===== config.mk =====
export PLATFORM = sky130hd
export DESIGN_NAME = pipe_skid_stage
export DESIGN_NICKNAME = d
export VERILOG_FILES = /design/src/rtl/pipe_skid_stage.sv
export SDC_FILE = /design/constraint.sdc
export NUM_CORES = 1
export LEC_CHECK = 0
export BUFFER_PORTS_ARGS = -buffer_cell sky130_fd_sc_hd__buf_2
export CAP_MARGIN = 20
export CORE_MARGIN = 2
export CORE_UTILIZATION = 50
export DETAILED_ROUTE_END_ITERATION = 6
export HOLD_SLACK_MARGIN = 0.15
export PLACE_DENSITY_LB_ADDON = 0.05
export SYNTH_ARGS = -nofsm -noshare
export SYNTH_HDL_FRONTEND = slang
export SYNTH_SLANG_ARGS = --single-unit

===== constraint.sdc =====
create_clock -name clk -period 4.6 [get_ports clk]
set_input_delay 0.46 -clock clk [delete_from_list [all_inputs] [get_ports clk]]
set_output_delay 0.46 -clock clk [all_outputs]
set_load 0.03 [all_outputs]

===== src/rtl/pipe_skid_stage.sv =====
// -----------------------------------------------------------------------------
// pipe_skid_stage
//
// Generic pipeline stage register with a valid/ready handshake on both sides.
// It uses a two-entry skid buffer, so in_ready comes straight from registered
// state. The same block can serve as IF/ID, ID/EX, EX/MEM or MEM/WB, with the
// payload and control fields sized per instance.
//
// Features:
//   - flush turns the stage into a bubble. Any entry offered in the flush
//     cycle is dropped.
//   - Control bits read as zero whenever no valid entry is presented, so a
//     bubble can never write back.
//   - A saturating counter records the cycles in which downstream
//     backpressure held a valid entry.
//
// Parameters:
//   DATA_W  payload width (never masked)
//   CTRL_W  control width (forced to 0 on bubbles)
//   CNT_W   stall counter width
//
// Ports:
//   clk        clock, rising edge
//   rst        synchronous reset, active low
//   in_valid   upstream presents an entry
//   in_ready   stage can accept an entry (registered: low only when full)
//   in_data    upstream payload
//   in_ctrl    upstream control bits
//   out_valid  head entry is valid (registered)
//   out_ready  downstream accepts the head entry
//   out_data   head payload
//   out_ctrl   head control bits, 0 when out_valid is low
//   flush      discard all held entries
//   clr_cnt    clear the stall counter
//   occupancy  number of held entries (0..2)
//   stall_cnt  saturating count of backpressured cycles
// -----------------------------------------------------------------------------
module pipe_skid_stage #(
    parameter int DATA_W = 69,
    parameter int CTRL_W = 2,
    parameter int CNT_W  = 16
) (
    input  logic              clk,
    input  logic              rst,
    input  logic              in_valid,
    output logic              in_ready,
    input  logic [DATA_W-1:0] in_data,
    input  logic [CTRL_W-1:0] in_ctrl,
    output logic              out_valid,
    input  logic              out_ready,
    output logic [DATA_W-1:0] out_data,
    output logic [CTRL_W-1:0] out_ctrl,
    input  logic              flush,
    input  logic              clr_cnt,
    output logic [1:0]        occupancy,
    output logic [CNT_W-1:0]  stall_cnt
);

    localparam int ENTRY_W = CTRL_W + DATA_W;

    // One state per number of held entries.
    typedef enum logic [1:0] {
        EMPTY = 2'd0,
        ONE   = 2'd1,
        FULL  = 2'd2
    } stateT;

    stateT              state;
    stateT              nextState;

    // Each register holds one {ctrl, data} entry.
    // mainReg is the head entry and drives the outputs.
    // skidReg holds the second entry, used only while FULL.
    logic [ENTRY_W-1:0] mainReg;
    logic [ENTRY_W-1:0] skidReg;
    logic [ENTRY_W-1:0] inEntry;

    logic               inFire;
    logic               outFire;
    logic               loadMainFromIn;
    logic               loadMainFromSkid;
    logic               loadSkidFromIn;

    logic [CNT_W-1:0]   stallCnt;

    assign inEntry = {in_ctrl, in_data};

    // Both handshake outputs decode only the registered state. Neither
    // in_valid nor out_ready can reach them combinationally.
    assign out_valid = (state != EMPTY);
    assign in_ready  = (state != FULL);

    assign inFire  = in_valid  & in_ready;
    assign outFire = out_valid & out_ready;

    assign out_data  = mainReg[DATA_W-1:0];
    assign out_ctrl  = out_valid ? mainReg[ENTRY_W-1:DATA_W] : '0;
    assign stall_cnt = stallCnt;

    // -------------------------------------------------------------------------
    // Next-state and register-load decode
    // -------------------------------------------------------------------------
    always_comb begin
        // NOTE: every output of this block gets a default first, so no path
        // leaves a signal unassigned and no latch is inferred.
        nextState        = state;
        loadMainFromIn   = 1'b0;
        loadMainFromSkid = 1'b0;
        loadSkidFromIn   = 1'b0;

        if (flush) begin
            // Flush empties the stage and drops any entry accepted this
            // cycle. The data registers keep their contents; the bubble is
            // made visible through out_valid, which also masks out_ctrl.
            nextState = EMPTY;
        end else begin
            unique case (state)
                EMPTY: begin
                    if (inFire) begin
                        loadMainFromIn = 1'b1;
                        nextState      = ONE;
                    end
                end

                ONE: begin
                    if (inFire && outFire) begin
                        // Pass-through: the head leaves as the new entry
                        // replaces it, giving one entry per cycle.
                        loadMainFromIn = 1'b1;
                    end else if (inFire) begin
                        loadSkidFromIn = 1'b1;
                        nextState      = FULL;
                    end else if (outFire) begin
                        nextState = EMPTY;
                    end
                end

                FULL: begin
                    // in_ready is low here, so no new entry can arrive.
                    if (outFire) begin
                        loadMainFromSkid = 1'b1;
                        nextState        = ONE;
                    end
                end

                default: begin
                    nextState = EMPTY;
                end
            endcase
        end
    end

    // -------------------------------------------------------------------------
    // State and data registers
    // -------------------------------------------------------------------------
    always_ff @(posedge clk) begin
        // NOTE: sequential state uses non-blocking assignments, so every
        // register here samples the values from before the edge.
        if (!rst) begin
            // NOTE: both entry registers are reset as well as the state, so
            // out_data reads zero after reset instead of stale payload.
            state   <= EMPTY;
            mainReg <= '0;
            skidReg <= '0;
        end else begin
            state <= nextState;
            if (loadMainFromIn) begin
                mainReg <= inEntry;
            end else if (loadMainFromSkid) begin
                mainReg <= skidReg;
            end
            if (loadSkidFromIn) begin
                skidReg <= inEntry;
            end
        end
    end

    // -------------------------------------------------------------------------
    // Backpressure counter: counts cycles in which a valid head is refused.
    // A clear wins over an increment in the same cycle. Flush does not affect
    // the count.
    // -------------------------------------------------------------------------
    always_ff @(posedge clk) begin
        if (!rst) begin
            stallCnt <= '0;
        end else if (clr_cnt) begin
            stallCnt <= '0;
        end else if (out_valid && !out_ready && (stallCnt != '1)) begin
            stallCnt <= stallCnt + 1'b1;
        end
    end

    // -------------------------------------------------------------------------
    // Occupancy decode
    // -------------------------------------------------------------------------
    always_comb begin
        occupancy = 2'd0;
        unique case (state)
            EMPTY:   occupancy = 2'd0;
            ONE:     occupancy = 2'd1;
            FULL:    occupancy = 2'd2;
            default: occupancy = 2'd0;
        endcase
    end

endmodule

==> flow_summary.ini <==
[run_status]
status = complete, no violations

[global_routing]
grtUsageTotal = 0.214
grt_start_max_net_pins = 146
overflow = 0
grt_pass1_wl_um = 25300
grt_pass1_vias = 5106
antenna_found_initial = 0

[min_path]
hold_class = input pin to flop
hold-path-endpoint = skidReg[12]
hold_path_depth = 3
hp-start = in_data[12]

[timing]
finalCritPeriodShare = 0.530
hold_viol = 0
setup_viol = 0
worst_pin_slew_ns = 0.996
drv_slew = 0
post-route-min-period_ns = 2.44
grt_setup_unrepaired = no
finClkSkew_ns = 0.00843
slew_headroom = 0.333
fmax_ghz = 0.410
setup_tns_ns = 0

[synthesis]
ys_seq_elements = 160
synth-simple-area-share = 0.169
synth_edf_count = 0
synth_xor_area_frac = 0
synthArstFlopShare = 0
synth_flop_cell = dfxtp_1
synth-adder-area-share = 0.00179
yosys_warnings = 0
yosysSeqAreaShare = 0.458
syn_inst = 819
yosys.cell_types.count = 45
synth_top_family_by_area = compound AO/OA/AOI/OAI gates
synthMuxAreaShare = 0.00143
synth.cell_area_um2 = 7000
synth-compound-area-share = 0.264
avgSynthCellArea_um2 = 8.55
synth_fp_nets = 897

[cells_and_area]
post-route-util = 0.586
layout.nets = 964
syn2layout_area_growth_pct = 15.3
drive_above_1_share = 0.239
num_antenna_cells = 0
fill_cells = 1286
seq_area_um2 = 3200
multi_input_area_um2 = 3090

[clock_tree]
numCtsBuffers = 17
clock-sinks = 160
cts_tree = done
root_buffer = clkbuf_16
clkSlewWorstSetupHoldPaths_ns = 0.06
htree_levels = 4
cts_hold_buf = 0
cts_setup_buffers = 0
clockBufferDepth = 2
clk_latency_ns = 0.43
post_cts_resized = 0

[worst_setup_path]
rr_worst_depth = 5
cp.arrival_ns = 2.79
crit_required_ns = 4.95
cp-end-kind = flop
cp-start-kind = flop
reg2reg_to = mainReg[32]
worst-path-buf-inv = 1
critPathMaxStageDelay_ns = 0.79
cp_slowest_cell = a21oi_4
cp_max_fo = 38
worstReg2RegStart = state[0]
crit_chain = nand2b_1, a21oi_4, buf_4, nand2_1, a21boi_1
critical_path.top_delay_family = compound AO/OA/AOI/OAI gates
path_class = flop to flop
r2r_slack_ns = 2.16

[detailed_routing]
drtAntennaViolNets = 0
via_per_inst = 5.44
wl_per_cell_um = 15.2
first_pass_iters = 5
top_layer_used = met4
met1_length_um = 7500
via_count = 5869
wl_um = 16400
drc = 0
drt_iter0_markers = 449
wl_met2_um = 7820
dr_wl_met3_um = 845

[power]
p_comb_frac = 0.083
p_clk_frac = 0.457
intPower_mw = 2.40
p_sw_frac = 0.233
p_per_area_nw_per_um2 = 389
power.leakage_nw = 3.13
ir_drop_mv = 0.238
seq_power_share = 0.460
p_sw_mw = 0.732

[place]
dp.final_hpwl_um = 10300
io_buffers = 167
gp_congestion = 0.816

[die]
die_w_um = 122
start_util = 0.508
die-area_um2 = 15000
coreArea_um2 = 13800
io_pins = 168
row_count = 43
die_h_um = 122

[flow_run]
cap_violations = 0
per-stage QoR:
step	cell area [µm²]	worst slack, ns	hold WS (ns)	total power, mW	cells
6_report	8070	2.16	0.282	3.14	1078
2_1_floorplan	7000	2.44	0.435	1.66	819
5_1_grt	8070	1.89	0.284	3.25	1078
3_3_place_gp	7430	2.12	0.440	1.73	1045
3_5_place_dp	7430	2.03	0.448	1.73	1045
4_1_cts	8040	2.14	0.267	3.16	1076
Yosys cell counts, types with 5 or more instances:
cell type / count / area share
nor2b_1: 6 / 0.0054
a21oi_1: 13 / 0.0093
nor3_1: 5 / 0.0036
a21boi_0: 116 / 0.12
dfxtp_1: 160 / 0.46
nand3_1: 7 / 0.0050
nand2_1: 222 / 0.12
a22oi_1: 71 / 0.076
a21boi_1: 26 / 0.028
or4_1: 5 / 0.0054
buf_4: 69 / 0.074
or3_1: 5 / 0.0045
o21ai_0: 6 / 0.0043
clkbuf_1: 55 / 0.029
layer usage:
metal | global-route usage | vias to the layer above
li1 | - | 2903
met1 | 0.281 | 2787
met2 | 0.345 | 161
met3 | 0.0497 | 18
met4 | 0.0761 | 0
met5 | 0 | -
flip-flops by register name, summed over array words and instances (netlist names):
| name | flops |
|---|---|
| mainReg | 71 |
| skidReg | 71 |
| stall_cnt | 16 |
| state | 2 |
cells in the final DEF (no fill, tap or decap), types with 3 or more instances in the layout:
cell,count
nor2b_1,6
a21oi_1,12
buf_4,5
clkbuf_16,17
nand3_1,7
nor2_1,4
nor3_1,3
o31ai_1,3
a21boi_0,116
clkbuf_8,3
o21ai_0,6
bufinv_16,3
buf_2,166
and3_1,3
clkinv_2,6
nand2_1,221
a31oi_1,3
nand2b_1,3
or3_1,5
a22oi_1,71
a211oi_1,3
dfxtp_1,160
and2_1,3
or4_1,5
nand4_1,4
a21boi_1,26
area by class of cell:
cell class	instances	area share
sequential	160	0.397
timing repair buffer	175	0.117
inverter	1	0.000465
multi-input combinational	531	0.383
clock inverter	11	0.0169
clock buffer	20	0.0578
tap	180	0.0279
power by group through the flow:
stage	sequential (mW)	combinational, mW	clock, mW
floorplan	1.47	0.199	0
global placement	1.47	0.256	0
detailed placement	1.47	0.260	0
CTS	1.44	0.260	1.46
global route	1.45	0.283	1.52
finish	1.44	0.260	1.43
worst register-to-register path, stage by stage, from the launching register on:
cell	delay, ns
dfxtp_1	0.54
nand2b_1	0.19
a21oi_4	0.79
buf_4	0.55
nand2_1	0.14
a21boi_1	0.17
worst max path at each step:
stage                          to  slack (ns)  cells after the start          from
global placement      mainReg[14]        2.12                      6     out_ready
floorplan           stall_cnt[14]        2.44                      5  stall_cnt[0]
detailed placement     mainReg[5]        2.03                      6     out_ready
finish                mainReg[32]        2.16                      5      state[0]
CTS                   mainReg[32]        2.14                      5      state[0]
global route          mainReg[14]        1.89                      5      state[0]
cells by family (layout without fill, tap and decap cells):
group	Yosys count	after routing
AOI/OAI and AO/OA	252	252
adders and majority gates	1	1
DFF	160	160
and+or+nand+nor	277	277
muxes	1	1
buffers and inverters	128	207
Power figures use the tool's default switching activity.
